===== src/rtl/ps2_rx_pkg.sv =====
// Shared types and constants for the PS/2 mouse receiver: frame FSM states,
// byte-0 bit positions and the decoded packet struct.
package ps2_rx_pkg;

  typedef enum logic [1:0] {IDLE, DATA, PARITY, STOP} rx_state_e;

  localparam int BTN_L = 0;
  localparam int BTN_R = 1;
  localparam int BTN_M = 2;
  localparam int SYNC  = 3;
  localparam int XSIGN = 4;
  localparam int YSIGN = 5;
  localparam int XOVF  = 6;
  localparam int YOVF  = 7;

  typedef struct packed {
    logic [8:0] dx;
    logic [8:0] dy;
    logic [2:0] btn;  // {middle, right, left}
    logic [1:0] ovf;  // {y, x}
  } mouse_pkt_t;

  function automatic mouse_pkt_t build_pkt(input logic [7:0] b0,
                                           input logic [7:0] b1,
                                           input logic [7:0] b2);
    mouse_pkt_t p;
    p.dx  = {b0[XSIGN], b1};
    p.dy  = {b0[YSIGN], b2};
    p.btn = {b0[BTN_M], b0[BTN_R], b0[BTN_L]};
    p.ovf = {b0[YOVF], b0[XOVF]};
    return p;
  endfunction

endpackage


===== src/rtl/ps2_rx_byte.sv =====
// PS/2 device-to-host byte receiver: pin synchronizers, falling-edge detect,
// 11-bit frame FSM and inter-edge timeout. Optional clock glitch filter is
// enabled with PS2_RX_GLITCH_FILTER_EN.
module ps2_rx_byte
  import ps2_rx_pkg::*;
#(
  parameter int TIMEOUT_CYCLES = 100000,
  parameter int FILTER_LEN     = 4
) (
  input  logic       i_clk,
  input  logic       i_rst_n,
  input  logic       i_en,
  input  logic       i_ps2_clk,
  input  logic       i_ps2_dat,
  output logic       o_byte_valid,
  output logic [7:0] o_byte,
  output logic       o_frame_err
);

  localparam int TW = $clog2(TIMEOUT_CYCLES + 1);
  localparam logic [TW-1:0] TO_MAX = TW'(TIMEOUT_CYCLES - 1);

  if (FILTER_LEN < 2) begin : g_filter_len_chk
    $error("FILTER_LEN must be at least 2");
  end

  logic r_clk_s1, r_clk_s2, r_dat_s1, r_dat_s2;
  logic w_fall, w_dat;

  always_ff @(posedge i_clk or negedge i_rst_n) begin
    if (!i_rst_n) begin
      r_clk_s1 <= 1'b1;
      r_clk_s2 <= 1'b1;
      r_dat_s1 <= 1'b1;
      r_dat_s2 <= 1'b1;
    end else begin
      r_clk_s1 <= i_ps2_clk;
      r_clk_s2 <= r_clk_s1;
      r_dat_s1 <= i_ps2_dat;
      r_dat_s2 <= r_dat_s1;
    end
  end

`ifdef PS2_RX_GLITCH_FILTER_EN
  logic [FILTER_LEN-1:0] r_filt_sh, r_dat_dl;
  logic                  r_clk_filt;

  always_ff @(posedge i_clk or negedge i_rst_n) begin
    if (!i_rst_n) begin
      r_filt_sh  <= '1;
      r_dat_dl   <= '1;
      r_clk_filt <= 1'b1;
    end else begin
      r_filt_sh <= {r_filt_sh[FILTER_LEN-2:0], r_clk_s2};
      r_dat_dl  <= {r_dat_dl[FILTER_LEN-2:0], r_dat_s2};
      if (&r_filt_sh)       r_clk_filt <= 1'b1;
      else if (~|r_filt_sh) r_clk_filt <= 1'b0;
    end
  end

  // Edge fires in the cycle the window first reads all-low, before the
  // filtered level itself flips, so it is a single-cycle pulse.
  assign w_fall = r_clk_filt & ~|r_filt_sh;
  assign w_dat  = r_dat_dl[FILTER_LEN-1];
`else
  logic r_clk_prev;

  always_ff @(posedge i_clk or negedge i_rst_n) begin
    if (!i_rst_n) r_clk_prev <= 1'b1;
    else          r_clk_prev <= r_clk_s2;
  end

  assign w_fall = r_clk_prev & ~r_clk_s2;
  assign w_dat  = r_dat_s2;
`endif

  rx_state_e       r_state, w_state_nxt;
  logic [2:0]      r_bit_cnt;
  logic [7:0]      r_shift;
  logic            r_par;
  logic [TW-1:0]   r_to_cnt;
  logic            w_timeout, w_frame_ok;

  assign w_timeout  = (r_state != IDLE) && (r_to_cnt == TO_MAX);
  assign w_frame_ok = w_dat && (^{r_shift, r_par});

  always_ff @(posedge i_clk or negedge i_rst_n) begin
    if (!i_rst_n) r_state <= IDLE;
    else          r_state <= w_state_nxt;
  end

  always_comb begin
    w_state_nxt = r_state;
    if (!i_en || w_timeout) begin
      w_state_nxt = IDLE;
    end else if (w_fall) begin
      case (r_state)
        IDLE:    if (!w_dat) w_state_nxt = DATA;
        DATA:    if (r_bit_cnt == 3'd7) w_state_nxt = PARITY;
        PARITY:  w_state_nxt = STOP;
        STOP:    w_state_nxt = IDLE;
        default: w_state_nxt = IDLE;
      endcase
    end
  end

  always_comb begin
    o_byte_valid = 1'b0;
    o_frame_err  = 1'b0;
    if (i_en) begin
      if (w_timeout) begin
        o_frame_err = 1'b1;
      end else if (w_fall && r_state == STOP) begin
        o_byte_valid = w_frame_ok;
        o_frame_err  = ~w_frame_ok;
      end
    end
  end

  always_ff @(posedge i_clk or negedge i_rst_n) begin
    if (!i_rst_n) begin
      r_bit_cnt <= '0;
      r_shift   <= '0;
      r_par     <= 1'b0;
      r_to_cnt  <= '0;
    end else begin
      if (!i_en || r_state == IDLE || w_fall) r_to_cnt <= '0;
      else                                     r_to_cnt <= r_to_cnt + 1'b1;
      if (i_en && w_fall) begin
        case (r_state)
          IDLE:   r_bit_cnt <= '0;
          DATA: begin
            r_shift   <= {w_dat, r_shift[7:1]};
            r_bit_cnt <= r_bit_cnt + 3'd1;
          end
          PARITY: r_par <= w_dat;
          default: ;
        endcase
      end
    end
  end

  assign o_byte = r_shift;

endmodule


===== src/rtl/ps2_mouse_packet_rx.sv =====
// PS/2 mouse stream-mode packet receiver: assembles 3-byte packets from the
// byte receiver into signed deltas, buttons and overflow flags.
// Optional clock glitch filter: define PS2_RX_GLITCH_FILTER_EN.
module ps2_mouse_packet_rx
  import ps2_rx_pkg::*;
#(
  parameter int TIMEOUT_CYCLES = 100000,
  parameter int FILTER_LEN     = 4
) (
  input  logic       CLOCK_50,
  input  logic       reset_n,
  input  logic       rx_en,
  input  logic       ps2_clk_in,
  input  logic       ps2_dat_in,
  output logic       pkt_valid,
  output logic [8:0] dx,
  output logic [8:0] dy,
  output logic       button_left,
  output logic       button_right,
  output logic       button_middle,
  output logic       x_ovf,
  output logic       y_ovf,
  output logic       frame_err
);

  logic       w_byte_valid, w_frame_err;
  logic [7:0] w_byte;

  ps2_rx_byte #(
    .TIMEOUT_CYCLES (TIMEOUT_CYCLES),
    .FILTER_LEN     (FILTER_LEN)
  ) u_byte (
    .i_clk        (CLOCK_50),
    .i_rst_n      (reset_n),
    .i_en         (rx_en),
    .i_ps2_clk    (ps2_clk_in),
    .i_ps2_dat    (ps2_dat_in),
    .o_byte_valid (w_byte_valid),
    .o_byte       (w_byte),
    .o_frame_err  (w_frame_err)
  );

  logic [1:0] r_idx;
  logic [7:0] r_b0, r_b1;
  mouse_pkt_t r_pkt;
  logic       r_pkt_valid, r_frame_err;

  always_ff @(posedge CLOCK_50 or negedge reset_n) begin
    if (!reset_n) begin
      r_idx       <= '0;
      r_b0        <= '0;
      r_b1        <= '0;
      r_pkt       <= '0;
      r_pkt_valid <= 1'b0;
      r_frame_err <= 1'b0;
    end else begin
      r_pkt_valid <= 1'b0;
      r_frame_err <= w_frame_err;
      if (!rx_en || w_frame_err) begin
        r_idx <= '0;
      end else if (w_byte_valid) begin
        case (r_idx)
          2'd0: if (w_byte[SYNC]) begin  // resync: only a sync-marked byte can lead
            r_b0  <= w_byte;
            r_idx <= 2'd1;
          end
          2'd1: begin
            r_b1  <= w_byte;
            r_idx <= 2'd2;
          end
          default: begin
            r_pkt       <= build_pkt(r_b0, r_b1, w_byte);
            r_pkt_valid <= 1'b1;
            r_idx       <= 2'd0;
          end
        endcase
      end
    end
  end

  assign pkt_valid     = r_pkt_valid;
  assign frame_err     = r_frame_err;
  assign dx            = r_pkt.dx;
  assign dy            = r_pkt.dy;
  assign button_left   = r_pkt.btn[0];
  assign button_right  = r_pkt.btn[1];
  assign button_middle = r_pkt.btn[2];
  assign x_ovf         = r_pkt.ovf[0];
  assign y_ovf         = r_pkt.ovf[1];

endmodule


===== config.mk =====
export PLATFORM = sky130hd
export DESIGN_NAME = ps2_mouse_packet_rx
export DESIGN_NICKNAME = d
export VERILOG_FILES = /design/src/rtl/ps2_rx_pkg.sv /design/src/rtl/ps2_rx_byte.sv /design/src/rtl/ps2_mouse_packet_rx.sv
export SDC_FILE = /design/constraint.sdc
export NUM_CORES = 1
export LEC_CHECK = 0
export CORE_ASPECT_RATIO = 2
export CORE_MARGIN = 8
export CORE_UTILIZATION = 28
export DETAILED_ROUTE_END_ITERATION = 7
export PLACE_DENSITY = 0.5
export SLEW_MARGIN = 10
export SYNTH_ARGS = -nofsm -noshare
export SYNTH_HDL_FRONTEND = slang
export SYNTH_SLANG_ARGS = --single-unit

===== constraint.sdc =====
create_clock -name CLOCK_50 -period 2.85 [get_ports CLOCK_50]
set_input_delay 0.4275 -clock CLOCK_50 [delete_from_list [all_inputs] [get_ports CLOCK_50]]
set_output_delay 0.4275 -clock CLOCK_50 [all_outputs]
set_load 0.03 [all_outputs]

==> results of run 1 <==
[power breakdown]
group          switching, W  internal, W
sequential        0.0000164      0.00112
combinational     0.0000670    0.0000411
clock              0.000429     0.000786
total              0.000513      0.00195
[worst reg2reg max path, delay by kind of cell, from the launching register on]
kind / cells / cell delay (ns)
buffers and inverters: 2 / 0.32
adders and majority gates: 1 / 0.26
DFF: 1 / 0.37
muxes: 1 / 0.33
and+or+nand+nor: 4 / 0.91
[metal layers]
layer	global-route usage	wire, um
met1	0.114	3040
met2	0.130	2980
met3	0.0297	360
met4	0.0486	174
met5	0	0
[layout by cell type, fill, tap and decap left out, types with 4 or more instances in the layout]
cell type	n
mux2_2	19
nor3_4	4
xnor2_1	7
xor2_1	12
dfstp_2	5
nand2_1	40
clkbuf_16	9
nor2_1	21
ha_1	7
buf_4	4
inv_1	5
dfrtp_1	73
mux2_4	19
o21ai_0	4
nand3_1	7
clkdlybuf4s50_1	28
[stage by stage]
step | instance area, sq um | utilization | power [W] | hold slack [ns] | worst slack, ns
4_1_cts | 4170 | 0.348 | 0.00251 | 0.297 | 0.488
5_1_grt | 4170 | 0.348 | 0.00256 | 0.338 | 0.393
3_3_place_gp | 3850 | 0.321 | 0.00127 | 0.346 | 0.407
2_1_floorplan | 3390 | - | 0.00123 | 0.132 | 0.695
6_report | 4170 | 0.348 | 0.00246 | 0.250 | 0.541
3_5_place_dp | 3850 | 0.321 | 0.00127 | 0.347 | 0.335
[flip-flops by register name (all words and copies together) (netlist names), 2 cells and up]
| register | cells |
|---|---|
| u_byte.r_to_cnt | 17 |
| u_byte.r_state | 2 |
| dx | 9 |
| u_byte.o_byte | 8 |
| r_b0 | 7 |
| dy | 9 |
| r_idx | 2 |
| u_byte.r_bit_cnt | 3 |
| r_b1 | 8 |
[synth_stat cells, types with 3 or more instances]
cell type	n
clkbuf_1	3
dfrtp_1	73
dfstp_2	5
ha_1	7
inv_1	5
mux2_2	19
mux2_4	19
nand2_1	40
nand3_1	7
nor2_1	21
nor3_4	4
o21ai_0	4
xnor2_1	7
xor2_1	12
[kinds of logic after synthesis]
kind of cell             Yosys count  synth area share
XOR/XNOR                          22            0.0690
AND/OR/NAND/NOR                   93             0.140
flip-flops                        78             0.578
multiplexers                      39             0.150
buffers and inverters             10            0.0155
AO/OA/AOI/OAI                     10            0.0222
adder cells (fa/ha/maj)            7            0.0258
[area by class of cell]
class | instances | area share
Clock buffer | 10 | 0.0573
Clock inverter | 6 | 0.0204
Inverter | 5 | 0.00450
Multi-Input combinational cell | 171 | 0.330
Sequential cell | 78 | 0.469
Tap cell | 147 | 0.0441
Timing Repair Buffer | 32 | 0.0743
[worst paths after layout]
path                                            to  slack (ns)  cells after the start
worst max-delay path                         dx[6]        0.54                      8
worst min-delay path            u_byte.r_to_cnt[1]        0.25                      1
worst max register to register               dx[6]        0.54                      8
worst min register to register     u_byte.r_clk_s2        0.36                      0
max in group asynchronous                    dy[7]        1.97                      1
min in group CLOCK_50              u_byte.r_clk_s2        0.36                      0
==> run summary, run 1 <==
share of layout cells above drive strength 1 - 0.238
status - finished, final reports clean
TritonCTS Buffers - 9
Core Region - 12000 sq um
FF/Latch Area - 1960 sq um
Ys Warns - 0
vias post-DR - 2043
CP dominant cell by count - nor3_4
GRT Util Overall - 0.0893
total negative slack - 0 ns
final net count - 309
Max Fclk - 0.433 GHz
slew of the pin with the lowest slew margin - 0.973 ns
Worst R2R Start - u_byte.r_state[0]
Fillers - 1170
# H-tree levels - 3
root buf cell - clkbuf_16
Avg WL per Cell - 14.6 um
Post-synth EDFFs - 0
Synth area leader - dfrtp_1
largest net degree at the start of global routing - 79
post-CTS sizing - 0
dpl hpwl - 4540 um
Worst setup startpoint - u_byte.r_state[0]
Die Area - 16100 sq um
final setup vio count - 0
DRT Wirelength - 6560 um
clock buffer depth - 2
Tmin final - 2.31 ns
routed vias/inst - 4.55
aggregate global routing overflow - 0
Avg Synthesized Cell Area - 13.1 sq um
share of the synthesized area in the top cell type - 0.539
WP data required - 3.07 ns
worst skew pair latency - 0.33 ns
Initial Utilization - 0.283
drt first-iter violations - 72
Pleak - 1.93 nW
Die W - 93.8 um
row cnt - 57
peak supply drop - 0.299 mV
initial antenna violation count - 0
Synth area leaders - dfrtp_1 54%, mux2_4 8.4%, mux2_2 6.3%
Hold Path Class - in -> async
Non-Filler Instances - 449
Post-CTS Setup Bufs - 0
worst-path cell chain - inv_1 -> ha_1 -> nor4bb_1 -> nand2_1 -> nor3_4 -> nor3_4 -> buf_4 -> mux2_4
die height - 172 um
Syn Nets - 271
input/output buffers - 29
CP arrival - 2.53 ns
CTS tree - built
endpoints failing hold - 0
crit end category - flop
Placed Cells - 433
most common flop cell mapped by yosys - dfrtp_1
Worst path max stage delay - 0.38 ns
FF+latch count, synth - 78
delay-heaviest family, CP - simple AND/OR/NAND/NOR gates
first-pass GRT wire length - 11200 um
asr flop ratio synth - 1.00
DRC Markers - 0
CTS sink cnt - 78
CP startpoint kind - flop
Setup CP Type - reg -> reg
Routed Antenna Nets - 0
first-pass detailed-route iteration total - 4
Syn Inst Count - 259
Max Fanout on Critical Path - 14
Pins Over Slew Limit - 0
Multi-input gate area - 1380 sq um
max-cap check violation count - 0
Hold Buf Count CTS - 0
vias in the first global route - 2217
Post-Syn Area - 3390 sq um
Area Growth Syn to Fin - 23.1%
cell area power density - 590 nW/um^2
Slew headroom - 0.351
critical path's slowest cell - nor3_4
Bufs and invs on worst path - 2
placer congestion estimate - 0.811
RSZ-0062 raised after global routing - no
Period Utilization, post-route - 0.810
sequential area share after synthesis - 0.578
clock skew - 0.00470 ns
Ports - 30
Distinct cells, synth - 38
antenna cells - 0
Reg clk slew, reported paths - 0.06 ns
Power figures use the tool's default switching activity.
==> inputs of run 2 (changes only) <==
--- a/config.mk
+++ b/config.mk
@@ -9,7 +9,7 @@
 export CORE_MARGIN = 8
 export CORE_UTILIZATION = 28
 export DETAILED_ROUTE_END_ITERATION = 7
-export PLACE_DENSITY = 0.5
+export PLACE_DENSITY = 0.51
 export SLEW_MARGIN = 10
 export SYNTH_ARGS = -nofsm -noshare
 export SYNTH_HDL_FRONTEND = slang
==> constraint.sdc (replaced) <==
create_clock -name CLOCK_50 -period 1.9 [get_ports CLOCK_50]
set_input_delay 0.285 -clock CLOCK_50 [delete_from_list [all_inputs] [get_ports CLOCK_50]]
set_output_delay 0.285 -clock CLOCK_50 [all_outputs]
set_load 0.03 [all_outputs]
==> run 2 against run 1 <==
  * Critical path depth is 1 lower
  * Worst setup slack worse by 0.76 ns
  * Clock power is 37% higher
  * Critical path type unchanged
  * The flow now finishes with violations (setup timing)
  * Via count is 8.6% higher
==> run summary, run 2 (synthesis gave the netlist of run 1 again) <==
drt first-iter violations - 59 (-18%)
placed cell areas - 4220 sq um (+9.7%)
Die Area - 16100 sq um (unchanged)
Die W - 93.8 um (unchanged)
max reg flops - 17 (unchanged)
share of layout cells above drive strength 1 - 0.372 (+0.134)
Reg clk slew, reported paths - 0.06 ns (about the same)
Tmin final - 2.12 ns (-0.193 ns)
Area Growth Syn to Fin - 40.7%
Routed Antenna Nets - 0 (unchanged)
first-pass GRT wire length - 12100 um (+7.8%)
peak supply drop - 0.499 mV (+67%)
clock buffer depth - 2 (unchanged)
fin area - 4770 sq um (+14%)
die height - 172 um (unchanged)
failing checks - setup timing
CTS tree - built
Non-Filler Instances - 507 (+13%)
RSZ-0062 raised after global routing - yes
Placed Cells - 475 (+9.7%)
routed vias/inst - 4.38 (-3.8%)
Ports - 30 (unchanged)
Core Region - 12000 sq um (unchanged)
aggregate global routing overflow - 0 (unchanged)
worst skew pair latency - 0.33 ns (about the same)
endpoints failing hold - 0 (unchanged)
initial antenna violation count - 0 (unchanged)
slew of the pin with the lowest slew margin - 0.617 ns (-0.356 ns)
Slew headroom - 0.588 (+0.237)
vias post-DR - 2219 (+8.6%)
DRC Markers - 0 (unchanged)
antenna cells - 0 (unchanged)
commonest non-fill, non-tap cell in the layout - dfrtp_1
Max Fanout on Critical Path - 6 (-8)
crit end category - flop
largest net degree at the start of global routing - 48 (-39%)
CP arrival - 2.33 ns (-0.20 ns)
Period Utilization, post-route - 1.11 (+0.304)
worst hold stages - 0
fin worst setup slack - -0.216 ns (-0.757 ns)
first-pass detailed-route iteration total - 4 (unchanged)
CP startpoint kind - flop
CTS sink cnt - 78 (unchanged)
vias in the first global route - 2396 (+8.1%)
status - complete, but fails checks
Pleak - 2.25 nW (+17%)
Reg with most FFs - u_byte.r_to_cnt
Hold Path Class - reg -> reg
most frequent cells in the layout - 73 x dfrtp_1, 47 x buf_4, 39 x nand2_1
dpl ws - -0.421 ns (-0.757 ns)
TritonCTS Buffers - 9 (unchanged)
max-cap check violation count - 0 (unchanged)
placer congestion estimate - 0.832 (+2.6%)
row cnt - 57 (unchanged)
root buf cell - clkbuf_16
Pins Over Slew Limit - 0 (unchanged)
WP data required - 2.12 ns (-0.95 ns)
DRT Wirelength - 7170 um (+9.2%)
worst hold margin - 0.358 ns (+0.108 ns)
clock skew - 0.00733 ns (+0.00262 ns)
# H-tree levels - 3 (unchanged)
final net count - 367 (+19%)
Initial Utilization - 0.283 (unchanged)
Avg WL per Cell - 14.1 um (-3.3%)
Setup CP Type - reg -> reg
GRT Util Overall - 0.0960 (+0.00667)
final setup vio count - 40 (+40)
Worst Reg2Reg Path Length in Cells - 7 (-1)
cell area power density - 754 nW/um^2 (+28%)
dpl hpwl - 5090 um (+12%)
Max Fclk - 0.473 GHz (+9.1%)
input/output buffers - 29 (unchanged)
## run 2: cell count changes in the layout (fill, tap and decap cells not counted), moves of 2 or more
cell    delta
buf_12     +3
inv_2      +2
mux2_4    +19
buf_6     +10
inv_1      -2
mux2_2    -19
buf_4     +43
## run 2: layout make-up
type,instances,area (sq um)
Clock inverter,6,62.6
Sequential cell,78,1960
Fill cell,1141,7210
Tap cell,147,184
Clock buffer,10,229
Inverter,5,18.8
Timing Repair Buffer,90,831
Multi-Input combinational cell,171,1490
## run 2: path summary, 6_finish.rpt
kind                                           end  slack, ns              from
worst max-delay path                         dy[6]      -0.22  u_byte.o_byte[1]
worst min-delay path               u_byte.r_dat_s2       0.36   u_byte.r_dat_s1
worst max register to register               dy[6]      -0.22  u_byte.o_byte[1]
worst min register to register     u_byte.r_dat_s2       0.36   u_byte.r_dat_s1
max in group asynchronous             u_byte.r_par       0.80           reset_n
min in group asynchronous       u_byte.r_to_cnt[3]       0.51           reset_n
## run 2: where the power goes
| part | switching (W) | leakage, nW | total [W] | internal, W |
|---|---|---|---|---|
| logic | 0.000125 | 1.04 | 0.000229 | 0.000105 |
| registers | 0.0000143 | 1.07 | 0.00170 | 0.00169 |
| clock network | 0.000655 | 0.134 | 0.00167 | 0.00101 |
## run 2: layer usage
layer  track usage  up-vias  part of all wire
li1              -     1073                 -
met1         0.121     1100              0.46
met2         0.148       35              0.49
met3        0.0271       11             0.038
met4        0.0438        0             0.017
met5             0        -                 0
## run 2: what timing repair did
action                                 4_1_cts  5_1_grt
resized for setup                           23        8
buffers inserted                            12        6
hold buffers                                 1        0
endpoints found under the hold margin       40        0
gates cloned                                 1        0
setup endpoints to repair                   44       44
pin swaps                                    6        5
## run 2: through the flow
| stage | power (W) | TNS [ns] | utilization |
|---|---|---|---|
| after floorplan | 0.00184 | -6.17 | - |
| after global placement | 0.00195 | -13.37 | 0.352 |
| after detailed placement | 0.00195 | -14.27 | 0.352 |
| after CTS | 0.00366 | -6.89 | 0.394 |
| after global routing | 0.00375 | -10.11 | 0.398 |
| final | 0.00360 | -6.70 | 0.398 |
## run 2: worst max-delay path, stage by stage, from the launching register on
cell	delay (ns)
dfrtp_1	0.39
xor2_1	0.17
xnor3_2	0.49
xnor2_4	0.19
nor3_4	0.18
buf_6	0.15
buf_8	0.13
mux2_4	0.30
==> inputs of run 3 (changes only) <==
--- a/config.mk
+++ b/config.mk
@@ -9,6 +9,7 @@
 export CORE_MARGIN = 8
 export CORE_UTILIZATION = 28
 export DETAILED_ROUTE_END_ITERATION = 7
+export GPL_TIMING_DRIVEN = 0
 export PLACE_DENSITY = 0.51
 export SLEW_MARGIN = 10
 export SYNTH_ARGS = -nofsm -noshare
==> run 3 against run 2 <==
  * The flow still finishes with violations (setup timing)
  * Utilization down 1.6 points
  * Via count down 3.4%
  * Sequential cell count unchanged
  * Combinational power up 3%
  * Cell count down 6.1%
  * Critical endpoint is now button_left
  * Largest power group is now the clock network
==> run summary, run 3 (synthesis gave the netlist of run 1 again) <==
status - complete, but fails checks
failing checks - setup timing
Pins Over Slew Limit - 0 (unchanged)
antenna cells - 0 (unchanged)
final net count - 336 (-8.4%)
Area Growth Syn to Fin - 35.0%
Die Area - 16100 sq um (unchanged)
peak supply drop - 0.524 mV (+4.9%)
commonest non-fill, non-tap cell in the layout - dfrtp_1
Bufs and invs on worst path - 2 (unchanged)
TritonCTS Buffers - 9 (unchanged)
routed vias/inst - 4.50 (+2.9%)
Max Fclk - 0.467 GHz (-1.2%)
critical path's slowest cell - xnor3_2
fin area - 4570 sq um (-4.1%)
max-cap check violation count - 0 (unchanged)
most frequent cells in the layout - 67 x dfrtp_1, 37 x nand2_1, 34 x mux2_4
vias in the first global route - 2356 (-1.7%)
Reg clk slew, reported paths - 0.06 ns (about the same)
max reg flops - 17 (unchanged)
placed cell areas - 3930 sq um (-6.8%)
# H-tree levels - 3 (unchanged)
initial antenna violation count - 0 (unchanged)
crit end category - flop
final setup vio count - 41 (+2.5%)
Max Fanout on Critical Path - 6 (unchanged)
Die W - 93.8 um (unchanged)
vias post-DR - 2143 (-3.4%)
first-pass GRT wire length - 11900 um (-1.4%)
Avg WL per Cell - 15.0 um (+5.8%)
clock buffer depth - 2 (unchanged)
Setup CP Type - reg -> reg
CTS tree - built
Worst R2R End - button_left
endpoints failing hold - 0 (unchanged)
dpl hpwl - 4620 um (-9.3%)
die height - 172 um (unchanged)
Reg with most FFs - u_byte.r_to_cnt
Worst Reg2Reg Path Length in Cells - 7 (unchanged)
Hold Path Class - reg -> reg
CTS sink cnt - 78 (unchanged)
slew of the pin with the lowest slew margin - 0.451 ns (-0.166 ns)
Ports - 30 (unchanged)
Worst path max stage delay - 0.49 ns (about the same)
cell area power density - 826 nW/um^2 (+9.6%)
clock skew - 0.00593 ns (-0.00139 ns)
Reg2Reg Setup Slack - -0.24 ns (-0.03 ns)
WP data required - 2.12 ns (about the same)
row cnt - 57 (unchanged)
DRT Wirelength - 7120 um (-0.63%)
largest net degree at the start of global routing - 51 (+6.3%)
input/output buffers - 29 (unchanged)
worst-path cell chain - xnor2_1 -> xnor3_2 -> xnor2_4 -> nor3_4 -> buf_6 -> buf_4 -> mux2_2
Tmin final - 2.14 ns (+0.0267 ns)
Slew headroom - 0.697 (+0.108)
worst hold stages - 0 (unchanged)
Period Utilization, post-route - 1.13 (+0.0140)
placer congestion estimate - 0.762 (-8.4%)
first-pass detailed-route iteration total - 5 (+1)
aggregate global routing overflow - 0 (unchanged)
drt first-iter violations - 75 (+27%)
worst skew pair latency - 0.33 ns (about the same)
RSZ-0062 raised after global routing - yes
Fillers - 1156 (+1.3%)
fin worst setup slack - -0.243 ns (-0.0267 ns)
share of layout cells above drive strength 1 - 0.347 (-0.0257)
GRT Util Overall - 0.0951 (-0.000957)
CP startpoint kind - flop
Core Region - 12000 sq um (unchanged)
Routed Antenna Nets - 0 (unchanged)
root buf cell - clkbuf_16
worst hold margin - 0.354 ns (-0.00346 ns)
Worst Hold Endpoint - u_byte.r_dat_s2
Initial Utilization - 0.283 (unchanged)
Pleak - 2.09 nW (-7.0%)
startpoint of the worst hold path - u_byte.r_dat_s1
delay-heaviest family, CP - XOR/XNOR gates
Worst R2R Start - u_byte.o_byte[5]
DRC Markers - 0 (unchanged)
CP arrival - 2.36 ns (+0.03 ns)
[run 3: per-layer routing]
layer | vias to the layer above | global-route usage | share of wire
met2 | 42 | 0.147 | 0.50
met4 | 0 | 0.0396 | 0.018
met5 | - | 0 | 0
li1 | 1012 | - | -
met3 | 11 | 0.0310 | 0.048
met1 | 1078 | 0.118 | 0.44
[run 3: cell type report]
cell class | count | area, sq um | area share
clock inverters | 5 | 82.6 | 0.0181
multi-input cells | 171 | 1500 | 0.329
plain buffers | 3 | 30.0 | 0.00656
inverters | 5 | 18.8 | 0.00410
clock buffers | 11 | 243 | 0.0531
flip-flops and latches | 78 | 1970 | 0.430
well taps | 147 | 184 | 0.0402
repair buffers | 56 | 547 | 0.120
[run 3: stage by stage]
step           TNS (ns)  cells  setup slack [ns]   util  total power, W
2_1_floorplan     -6.17    259            -0.203      -         0.00184
6_report          -8.23    476            -0.243  0.382         0.00378
3_5_place_dp     -26.09    436            -0.747  0.328         0.00191
3_3_place_gp    -183.71    435             -2.09  0.326         0.00190
4_1_cts           -7.93    472            -0.263  0.377         0.00381
5_1_grt          -10.80    476            -0.297  0.382         0.00393
[run 3: report_power, final]
group | switching [W] | internal [W] | leakage [nW] | total [W]
clock | 0.000647 | 0.00119 | 0.160 | 0.00183
sequential | 0.0000223 | 0.00169 | 1.06 | 0.00171
combinational | 0.000118 | 0.000117 | 0.872 | 0.000235
[run 3: how the worst max path moves through the flow]
stage / slack [ns] / start / end / cells past startpoint
6_report: -0.24 / u_byte.o_byte[5] / button_left / 7
5_1_grt: -0.30 / u_byte.o_byte[5] / dy[0] / 7
4_1_cts: -0.26 / u_byte.o_byte[1] / button_left / 7
3_5_place_dp: -0.75 / rx_en / r_b1[7] / 6
3_3_place_gp: -2.09 / reset_n / dy[6] / 1
2_1_floorplan: -0.20 / u_byte.o_byte[1] / dx[0] / 6
[run 3: repair_timing]
item                                    4_1_cts  5_1_grt
pin swaps                                    12       13
buffers inserted                             18        6
hold buffers                                  1        0
endpoints found under the setup margin       54       46
gates resized for setup                      30        7
gates cloned                                  2        0
endpoints found under the hold margin        23        0
==> RTL change: new RTL, settings of run 2 <==
The output `frame_err` loses its register stage (`r_frame_err` becomes a continuous assignment).
--- a/src/rtl/ps2_mouse_packet_rx.sv
+++ b/src/rtl/ps2_mouse_packet_rx.sv
@@ -53,8 +53,6 @@
       r_pkt       <= '0;
       r_pkt_valid <= 1'b0;
-      r_frame_err <= 1'b0;
     end else begin
       r_pkt_valid <= 1'b0;
-      r_frame_err <= w_frame_err;
       if (!rx_en || w_frame_err) begin
         r_idx <= '0;
@@ -79,4 +77,6 @@
   end
 
+  assign r_frame_err = w_frame_err;
+
   assign pkt_valid     = r_pkt_valid;
   assign frame_err     = r_frame_err;
Behaviour: no difference found for any inputs over 10 cycles, from zero or initial values and one cycle with reset_n low; that may be too few to reach the edited logic, so the function may still have changed.
==> RTL change against run 2 <==
The run still ends with setup timing left. Area after synthesis fell by 0.74%. Total power grew 1.6%. Cell area increased by 0.66%. Sequential cell count is 1 lower. Maximum frequency shrank 9.3%. Routed wire length is 5.9% higher. Worst setup slack got worse by 0.22 ns. Hold slack lost 0.0033 ns. Synthesized cell count shrank 0.39%. Non-clock buffer count up 1. Critical path depth fell by 2. Critical path type is now reg2out. Critical endpoint is now frame_err.
==> RTL change: results (changes against run 2) <==
[status]
outcome=complete, but fails checks  ; unchanged
violations=setup timing  ; unchanged

[drt]
routedWlPerCell_um=15.04  ; was 14.14 um
first_iter_violations=83  ; was 59
viasPerCell=4.410  ; was 4.377
drt-total-wl_mm=7.593  ; was 7.167 mm

[logic_synthesis]
synthXorXnorAreaFrac_pct=6.954  ; was 6.903%
yosys-top-cells-area=dfrtp_1 (54%), mux2_4 (8.5%), mux2_2 (6.4%), nand2_1 (4.5%), dfstp_2 (3.9%)  ; was dfrtp_1 (54%), mux2_4 (8.4%), mux2_2 (6.3%), nand2_1 (4.4%), dfstp_2 (3.9%)
avgSynthCellArea_um2=13.04  ; was 13.09 um2
ys_seq_area_share_pct=57.46  ; was 57.77%
syn_nets=270  ; was 271
yosysTopAreaCellShare_pct=53.55  ; was 53.89%
synth-compound-area-share_pct=2.231  ; was 2.215%
synth_fa_ha_area_share_pct=2.603  ; was 2.584%
synth_mux_area_share_pct=15.14  ; was 15.02%
synth.top_cells.by_count=dfrtp_1 (72), nand2_1 (40), nor2_1 (21)  ; was dfrtp_1 (73), nand2_1 (40), nor2_1 (21)

[setup_path]
r2r_end=dy[7]  ; was dy[6]
worstSetupPathType=reg2out  ; was reg2reg
regToRegSetupSlack_ns=-0.38  ; was -0.22 ns
critPathArrivalTime_ns=2.05  ; was 2.33 ns
rr_startpoint=u_byte.o_byte[6]  ; was u_byte.o_byte[1]
crit_path_max_fanout=2  ; was 6
reg2reg_depth=8  ; was 7
crit_path_end=frame_err  ; was dy[6]

[pwr]
leakage_nw=2.260  ; was 2.249 nW
power_frac_comb_pct=7.4  ; was 6.4%
irDropWorstVdd_v=0.0004355  ; was 0.0004990 V
clkPwrFrac_pct=46.7  ; was 46.3%
swShare_pct=21.88  ; was 22.07%

[grt]
grtUsageTotal_pct=10.08  ; was 9.601%
grt_pass1_wl_mm=12.30  ; was 12.10 mm
grt_max_degree=78  ; was 48

[sta]
setup_violations=42  ; was 40
slew_headroom_pct=71.48  ; was 58.84%
final.setup.worst_slack_ns=-0.4327  ; was -0.2161 ns
timing.hold.ws_ns=0.3544  ; was 0.3576 ns
fin_skew_ns=0.006256  ; was 0.007326 ns

[place]
gp_congestion=0.7555  ; was 0.8317
dpl.hpwl_mm=5.067  ; was 5.090 mm
post-place-ws_ns=-0.3341  ; was -0.4212 ns
dp_cells=471  ; was 475

[clocking]
post_cts_buffers=10  ; was 12
cts_resized=29  ; was 23

[final_layout]
post_route_cells_drive_above_1_share_pct=38.89  ; was 37.22%

## RTL change: cell count changes after synthesis
cell / delta
dfrtp_1: -1
## RTL change: layout make-up
type                       count  area [um2]
clock inverter                 5       60.06
inverter                       5       18.77
clock buffer                  11       242.7
multi-input combinational    171        1509
tap                          145       181.4
sequential                    77        1933
timing repair buffer          91       854.6
fill                        1068        6902
## RTL change: metrics by stage
step | power, mW | utilization, % | cell area [um2]
after CTS | 3.707 | 40.85 | 4780
after global routing | 3.801 | 41.02 | 4800
after detailed placement | 1.915 | 36.01 | 4214
after global placement | 1.913 | 36.01 | 4214
after floorplan | 1.820 | - | 3426
final | 3.655 | 41.02 | 4800
## RTL change: per-layer routing
metal	part of all wire (%)	vias to the layer above	GRT usage, %	wire (um)
li1	-	1069	-	-
met1	38	1119	9.865	2905
met2	57	31	19.28	4317
met3	3.5	8	2.590	264
met4	1.4	0	3.814	106
met5	0	-	0	0
